--- src/rtl/rvfi_coverage_pkg.sv ---
// Shared types and helpers for the RVFI coverage collector.
// The counter saturation helper works on a 32-bit carrier so any CNT_W up to 32 can use it.
package rvfi_coverage_pkg;

   typedef enum logic {
      CLEAR = 1'b0,
      RUN   = 1'b1
   } state_e;

   localparam int unsigned INSN_W = 32;

   function automatic logic [31:0] satInc(input logic [31:0] value, input int unsigned width);
      logic [31:0] maxVal;
      maxVal = (width >= 32) ? 32'hFFFF_FFFF : ((32'd1 << width) - 32'd1);
      return (value >= maxVal) ? maxVal : value + 32'd1;
   endfunction

endpackage

--- src/rtl/rvfi_coverage_fifo.sv ---
// Per-channel retire FIFO: synchronous, power-of-two depth, flush clears it.
// A push while full is accepted only when a pop happens in the same cycle.
module rvfi_coverage_fifo #(
   parameter int unsigned DEPTH = 4,
   parameter int unsigned WIDTH = 32
) (
   input  logic             clock,
   input  logic             flush_i,
   input  logic             push_i,
   input  logic [WIDTH-1:0] data_i,
   input  logic             pop_i,
   output logic [WIDTH-1:0] data_o,
   output logic             full_o,
   output logic             empty_o
);

   localparam int unsigned PTR_W = $clog2(DEPTH);

   logic [WIDTH-1:0] mem_q [DEPTH];
   logic [PTR_W:0]   wrPtr_q;
   logic [PTR_W:0]   rdPtr_q;
   logic             doPush;
   logic             doPop;

   // Extra pointer bit distinguishes full from empty when the indices match.
   assign empty_o = (wrPtr_q == rdPtr_q);
   assign full_o  = (wrPtr_q[PTR_W] != rdPtr_q[PTR_W]) &&
                    (wrPtr_q[PTR_W-1:0] == rdPtr_q[PTR_W-1:0]);
   assign doPop   = pop_i && !empty_o;
   assign doPush  = push_i && (!full_o || doPop);
   assign data_o  = mem_q[rdPtr_q[PTR_W-1:0]];

   always_ff @(posedge clock) begin
      if (flush_i) begin
         wrPtr_q <= '0;
         rdPtr_q <= '0;
      end else begin
         if (doPush) wrPtr_q <= wrPtr_q + 1'b1;
         if (doPop)  rdPtr_q <= rdPtr_q + 1'b1;
      end
   end

   always_ff @(posedge clock) begin
      if (doPush && !flush_i) mem_q[wrPtr_q[PTR_W-1:0]] <= data_i;
   end

endmodule

--- src/rtl/rvfi_coverage_collector.sv ---
// RVFI coverage collector: per-channel FIFOs feed one shared decoder through a round-robin arbiter.
// Define RVFI_COVERAGE_ONEHOT_CHECK_EN to reject multi-bit decoder hits and expose multi_hit.
module rvfi_coverage_collector
   import rvfi_coverage_pkg::*;
#(
   parameter int unsigned NRET       = 2,
   parameter int unsigned NINSN      = 64,
   parameter int unsigned CNT_W      = 16,
   parameter int unsigned FIFO_DEPTH = 4
) (
   input  logic                     clock,
   input  logic                     reset,
   input  logic [NRET-1:0]          rvfi_valid,
   input  logic [NRET*INSN_W-1:0]   rvfi_insn,
   output logic [INSN_W-1:0]        dec_insn,
   input  logic [NINSN-1:0]         dec_hit,
   input  logic                     clear,
   input  logic                     rd_req,
   input  logic [$clog2(NINSN)-1:0] rd_idx,
   output logic                     rd_ack,
   output logic [CNT_W-1:0]         rd_count,
   output logic                     busy,
   output logic                     overflow,
   output logic                     unknown
`ifdef RVFI_COVERAGE_ONEHOT_CHECK_EN
   ,
   output logic                     multi_hit
`endif
);

   localparam int unsigned IDX_W = $clog2(NINSN);
   localparam int unsigned GNT_W = (NRET > 1) ? $clog2(NRET) : 1;

   state_e             state_q;
   logic [IDX_W-1:0]   sweepIdx_q;
   logic [GNT_W-1:0]   lastGrant_q;
   logic               overflow_q;
   logic               unknown_q;
   logic               rdAck_q;
   logic [CNT_W-1:0]   rdCount_q;
   logic [CNT_W-1:0]   cnt_q [NINSN];

   logic               running;
   logic               flush;
   logic [NRET-1:0]    fifoFull;
   logic [NRET-1:0]    fifoEmpty;
   logic [NRET-1:0]    fifoPush;
   logic [NRET-1:0]    fifoPop;
   logic [INSN_W-1:0]  fifoHead [NRET];

   logic               grantValid;
   logic [GNT_W-1:0]   grantIdx;
   int                 arbCand;
   logic [IDX_W-1:0]   hitIdx;
   logic               hitFound;
   logic               multiHit;
   int                 hitCount;
   logic               incEn;
   logic               dropAny;

   assign running = (state_q == RUN) && !reset;
   assign flush   = reset || clear;

   for (genvar ch = 0; ch < NRET; ch++) begin : gChan
      assign fifoPush[ch] = running && rvfi_valid[ch];
      assign fifoPop[ch]  = grantValid && (grantIdx == GNT_W'(ch));

      rvfi_coverage_fifo #(
         .DEPTH (FIFO_DEPTH),
         .WIDTH (INSN_W)
      ) uFifo (
         .clock   (clock),
         .flush_i (flush),
         .push_i  (fifoPush[ch]),
         .data_i  (rvfi_insn[ch*INSN_W +: INSN_W]),
         .pop_i   (fifoPop[ch]),
         .data_o  (fifoHead[ch]),
         .full_o  (fifoFull[ch]),
         .empty_o (fifoEmpty[ch])
      );
   end

   // Search starts one past the last winner so every busy channel is served in turn.
   always_comb begin
      grantValid = 1'b0;
      grantIdx   = '0;
      arbCand    = 0;
      for (int i = 1; i <= int'(NRET); i++) begin
         arbCand = (int'(lastGrant_q) + i) % int'(NRET);
         if (running && !grantValid && !fifoEmpty[GNT_W'(arbCand)]) begin
            grantValid = 1'b1;
            grantIdx   = GNT_W'(arbCand);
         end
      end
   end

   assign dec_insn = grantValid ? fifoHead[grantIdx] : '0;

   always_comb begin
      hitIdx   = '0;
      hitFound = 1'b0;
      hitCount = 0;
      for (int i = 0; i < int'(NINSN); i++) begin
         if (dec_hit[i]) begin
            if (!hitFound) begin
               hitIdx   = IDX_W'(i);
               hitFound = 1'b1;
            end
            hitCount = hitCount + 1;
         end
      end
`ifdef RVFI_COVERAGE_ONEHOT_CHECK_EN
      multiHit = (hitCount > 1);
`else
      multiHit = 1'b0;
`endif
      incEn = grantValid && hitFound && !multiHit;
   end

   assign dropAny = running && |(rvfi_valid & fifoFull & ~fifoPop);

   always_ff @(posedge clock) begin
      if (reset) begin
         state_q     <= CLEAR;
         sweepIdx_q  <= '0;
         lastGrant_q <= GNT_W'(NRET - 1);
         overflow_q  <= 1'b0;
         unknown_q   <= 1'b0;
      end else begin
         if (grantValid) lastGrant_q <= grantIdx;
         if (dropAny) overflow_q <= 1'b1;
         if (grantValid && (dec_hit == '0)) unknown_q <= 1'b1;
         case (state_q)
            CLEAR: begin
               if (clear) begin
                  sweepIdx_q <= '0;
               end else if (sweepIdx_q == IDX_W'(NINSN - 1)) begin
                  state_q <= RUN;
               end else begin
                  sweepIdx_q <= sweepIdx_q + 1'b1;
               end
            end
            RUN: begin
               if (clear) begin
                  state_q    <= CLEAR;
                  sweepIdx_q <= '0;
               end
            end
            default: state_q <= CLEAR;
         endcase
      end
   end

`ifdef RVFI_COVERAGE_ONEHOT_CHECK_EN
   logic multiHit_q;

   always_ff @(posedge clock) begin
      if (reset) begin
         multiHit_q <= 1'b0;
      end else if (grantValid && multiHit) begin
         multiHit_q <= 1'b1;
      end
   end

   assign multi_hit = multiHit_q;
`endif

   // Counters are not reset directly; the CLEAR sweep that follows reset zeroes them.
   always_ff @(posedge clock) begin
      for (int i = 0; i < int'(NINSN); i++) begin
         if (state_q == CLEAR) begin
            if (sweepIdx_q == IDX_W'(i)) cnt_q[i] <= '0;
         end else if (incEn && (hitIdx == IDX_W'(i))) begin
            cnt_q[i] <= CNT_W'(satInc(32'(cnt_q[i]), CNT_W));
         end
      end
   end

   // Read data is sampled before this cycle's counter update lands.
   always_ff @(posedge clock) begin
      if (reset) begin
         rdAck_q   <= 1'b0;
         rdCount_q <= '0;
      end else begin
         rdAck_q <= rd_req;
         if (rd_req) begin
            if ((state_q == CLEAR) || (32'(rd_idx) >= NINSN)) rdCount_q <= '0;
            else rdCount_q <= cnt_q[rd_idx];
         end
      end
   end

   assign rd_ack   = rdAck_q;
   assign rd_count = rdCount_q;
   assign busy     = (state_q == CLEAR);
   assign overflow = overflow_q;
   assign unknown  = unknown_q;

endmodule

--- config.mk ---
export PLATFORM = sky130hd
export DESIGN_NAME = rvfi_coverage_collector
export DESIGN_NICKNAME = d
export VERILOG_FILES = /design/src/rtl/rvfi_coverage_pkg.sv /design/src/rtl/rvfi_coverage_fifo.sv /design/src/rtl/rvfi_coverage_collector.sv
export SDC_FILE = /design/constraint.sdc
export NUM_CORES = 2
export LEC_CHECK = 0
export BUFFER_PORTS_ARGS = -buffer_cell sky130_fd_sc_hd__buf_2
export CELL_PAD_IN_SITES_DETAIL_PLACEMENT = 1
export CELL_PAD_IN_SITES_GLOBAL_PLACEMENT = 2
export CORE_MARGIN = 2
export CORE_UTILIZATION = 40
export CTS_CLUSTER_DIAMETER = 120
export DETAILED_ROUTE_END_ITERATION = 10
export GPL_ROUTABILITY_DRIVEN = 0
export GPL_TIMING_DRIVEN = 0
export PLACE_DENSITY = 0.82
export SYNTH_ARGS = -nofsm -noshare
export SYNTH_HDL_FRONTEND = slang
export SYNTH_SLANG_ARGS = --single-unit
--- constraint.sdc ---
create_clock -name clock -period 4.1 [get_ports clock]
set_clock_uncertainty 0.05 [all_clocks]
set_input_delay 0.205 -clock clock [delete_from_list [all_inputs] [get_ports clock]]
set_output_delay 0.205 -clock clock [all_outputs]
set_load 0.01 [all_outputs]
==> summary.md <==
| Metric | Value |
|---|---|
| Status | complete, but fails checks |
| Failing checks | capacitance limit, slew limit |
| GRT Residual Overflow | 0 |
| YS warnings | 0 |
| Dominant synthesized flop cell | edfxtp_1 |
| Area grow syn2layout | 15.2% |
| CP Class | in -> reg |
| Post-route cell area | 87600 um2 |
| Core ar. | 190000 um2 |
| Maxcap violations | 2 |
| Peak VDD IR | roughly 0.00045 V |
| Met1 wire length | roughly 110000 um |
| Final Hold Violating Endpoints | 0 |
| Layout net count | between 7000 and 8000 |
| Worst-skew pair later-pin latency | 0.83 ns |
| WP data arrival | about 4.6 ns |
| Critical path required time | 4.70 ns |
| Period utilisation layout | 0.984 |
| Number of enable flip-flop cells after synthesis | approximately 1300 |
| Syn Area/Cell | 11.8 um2 |
| Post-route ant nets | 0 |
| Pre-antenna DRT Iters | 6 |
| R2R Setup Slk | 0.14 ns |
| Wire length on met3 | 19000 um |
| Post-layout util | 0.462 |
| Register area share after synthesis | 0.517 |
| Die ar. | 194000 um2 |
| Root Buffer | clkbuf_16 |
| Initial antenna violation count | 18 |
| Htree depth | 4 |
| Post-place setup slack | -1.98 ns |
| Initial core utilization | 0.401 |
| Iteration-0 DRC Markers | 5749 |
| Detailed Place HPWL | 195000 um |
| Maximum fanout along the worst path | 10 |
| DRT Wirelength | 264000 um |
| Yosys top cell area share | 0.505 |
| Post-route DRC violation count | 0 |
| Post-placement cell area | roughly 81000 um2 |
| Max incr delay on CP | 1.11 ns |
| Syn Nets | about 6700 |
| Worst-path cell chain | clkbuf_1, clkdlybuf4s15_1, buf_1, mux4_2, mux4_2, mux4_2, a21oi_1, nor2_1 |
| Slowest-stage cell, CP | clkdlybuf4s15_1 |
| GRT Resource Usage Total | 0.269 |
| Final Slew Violations | 21 |
| Via/cell ratio | between 6 and 7 |
| Via count | 58500 |
| Worst r2r src | sweepIdx_q[0] |
| Synth area leaders | edfxtp_1, mux4_2, a21oi_1 |
| Fraction of layout cells with a size suffix above 1 | 0.162 |
| Setup TNS | 0 ns |
| Final setup fails | 0 |
| Power Total | about 0.03 W |
| Height of the chip | 440 um |
| RR Endpoint | cnt_q[44][15] |
| Row count | 160 |
| Hold Path Class | in -> reg |
| Die W | 440 um |
| Clock Path Buffers | 3 |
| Vias in the first global route | 59300 |
| TritonCTS clock tree | done |
| Fmax | 0.248 GHz |
| Multi-input gate area | 35800 um2 |
| Crit path top cell by count | mux4_2 |
| Worst Setup SP | rd_idx[0] |
| PnR worst setup slack | approximately 0.065 ns |
| Cell area power density | 342 nW/um2 |
| Metal2 WL | between 100000 and 150000 um |
| Count leader, synth | edfxtp_1 |
| CTS buffer count | 157 |
| Top cells by count, synth | edfxtp_1, a21oi_1, nor2_1 |
| Clock-pin slew on the worst setup and hold paths | 0.06 ns |
| Seq cells post-synth | 1323 |
| FILL cells | 19900 |
| Rel. slew slack | -0.0414 |
| Worst Hold Depth | 2 |
| CTS sink count | between 1000 and 1500 |
| Wire length per cell | 27.5 um |
| Mapped Area | roughly 76000 um2 |
| Leakage | a little under 30 nW |
| Area leader, netlist | edfxtp_1 |
| Io pins | 192 |
| Tmin final | 4.04 ns |
| CP Capture Type | flip-flop |
| Hold path start | rvfi_insn[54] |
| Seq. cell area | 39300 um2 |
| IO Port Bufs | around 180 |
| Async set or reset register ratio after synthesis | 0 |
| Worst R2R Path Depth | 5 |
| Worst Tran Pin Value | approximately 1.6 ns |
| Library cells used by synthesis | 81 |
| Syn Inst Count | 6442 |
| Critical Path Start Type | input port |
| Uppermost layer routed | met5 |
| RSZ-0062 raised after global routing | true |
| Hold EP | gChan[1].uFifo.mem_q[3][22] |
| First-pass GRT wire length | 390000 um |
| Pin count of the biggest net entering global routing | 32 |
==> repair_timing <==
action / in CTS / in global routing
hold endpoints to repair: 286 / 0
endpoints found under the setup margin: 1577 / 912
resized for setup: 95 / 78
setup buffers: 34 / 17
hold buffers: 73 / 0
pin swaps: 13 / 13
==> kinds of logic after synthesis <==
family	count (synthesis)	synth area share
muxes	458	0.126
xor gates and xnor gates	665	0.0766
buffers and inverters	416	0.0223
AOI/OAI and AO/OA	1183	0.0893
DFF	1323	0.517
and+or+nand+nor	2319	0.156
adders and majority gates	78	0.0128
==> routing by layer <==
layer | up-vias | global-route usage
met5 | - | 0
met4 | 10 | 0.128
met3 | 542 | 0.0481
met2 | 2120 | 0.435
met1 | 30100 | 0.351
li1 | 25800 | -
==> cell type report <==
class / count / area share
diodes: 8 / 0.000229
plain buffers: 288 / 0.0150
clock buffers: 216 / 0.0493
clock inverters: 62 / 0.00779
inverters: 124 / 0.00532
multi-input cells: 4703 / 0.408
flip-flops and latches: 1323 / 0.449
well taps: 2511 / 0.0359
repair buffers: 338 / 0.0294
==> stage by stage <==
step           hold slack [ns]  std cells
6_report                0.0864       9573
2_1_floorplan            0.254       6442
3_3_place_gp             0.366       9135
3_5_place_dp             0.373       9166
4_1_cts                 0.0103       9551
5_1_grt                 0.0627       9570
==> flip-flops by register name, indices dropped and copies added, names as in the netlist, 6 cells and up, named ones only <==
name,flops
gChan.uFifo.wrPtr_q,6
sweepIdx_q,6
gChan.uFifo.mem_q,256
cnt_q,1024
gChan.uFifo.rdPtr_q,6
rd_count,16
==> report_power, final <==
part	switching (W)	total, W	internal (W)
Combinational	0.000804	0.00128	0.000479
Sequential	0.0000310	0.0147	0.0147
Clock	0.00609	0.0139	0.00785
==> worst max path at each step <==
| stage | cells past startpoint | end | slack, ns |
|---|---|---|---|
| 2_1_floorplan | 13 | cnt_q[35][0] | -0.003 |
| 3_3_place_gp | 11 | cnt_q[20][12] | -2.25 |
| 3_5_place_dp | 13 | cnt_q[2][12] | -1.98 |
| 4_1_cts | 14 | cnt_q[3][14] | -0.08 |
| 5_1_grt | 14 | cnt_q[53][7] | -0.03 |
| 6_report | 8 | rd_count[15] | 0.06 |
==> placed cells by master (no fill, tap or decap), types with 78 or more instances in the layout <==
cell type     n
xor2_1      423
ha_1         78
a211oi_1     84
o21ai_0      87
nand3_1     493
and3_1      262
nor3_1      160
clkbuf_16   159
buf_2       214
edfxtp_1   1280
a21oi_1     797
nand4_1     144
nand2_1     332
clkbuf_1    218
nor2_1      545
xnor2_1     242
mux4_2      400
inv_1       124
==> worst max-delay path: cells and delay by family <==
| family | cells | cell delay (ns) |
|---|---|---|
| AOI/OAI and AO/OA | 1 | 0.19 |
| buffers and inverters | 3 | 2.34 |
| and+or+nand+nor | 1 | 0.06 |
| muxes | 3 | 1.81 |
No activity file was read; power rests on OpenSTA's default activity.
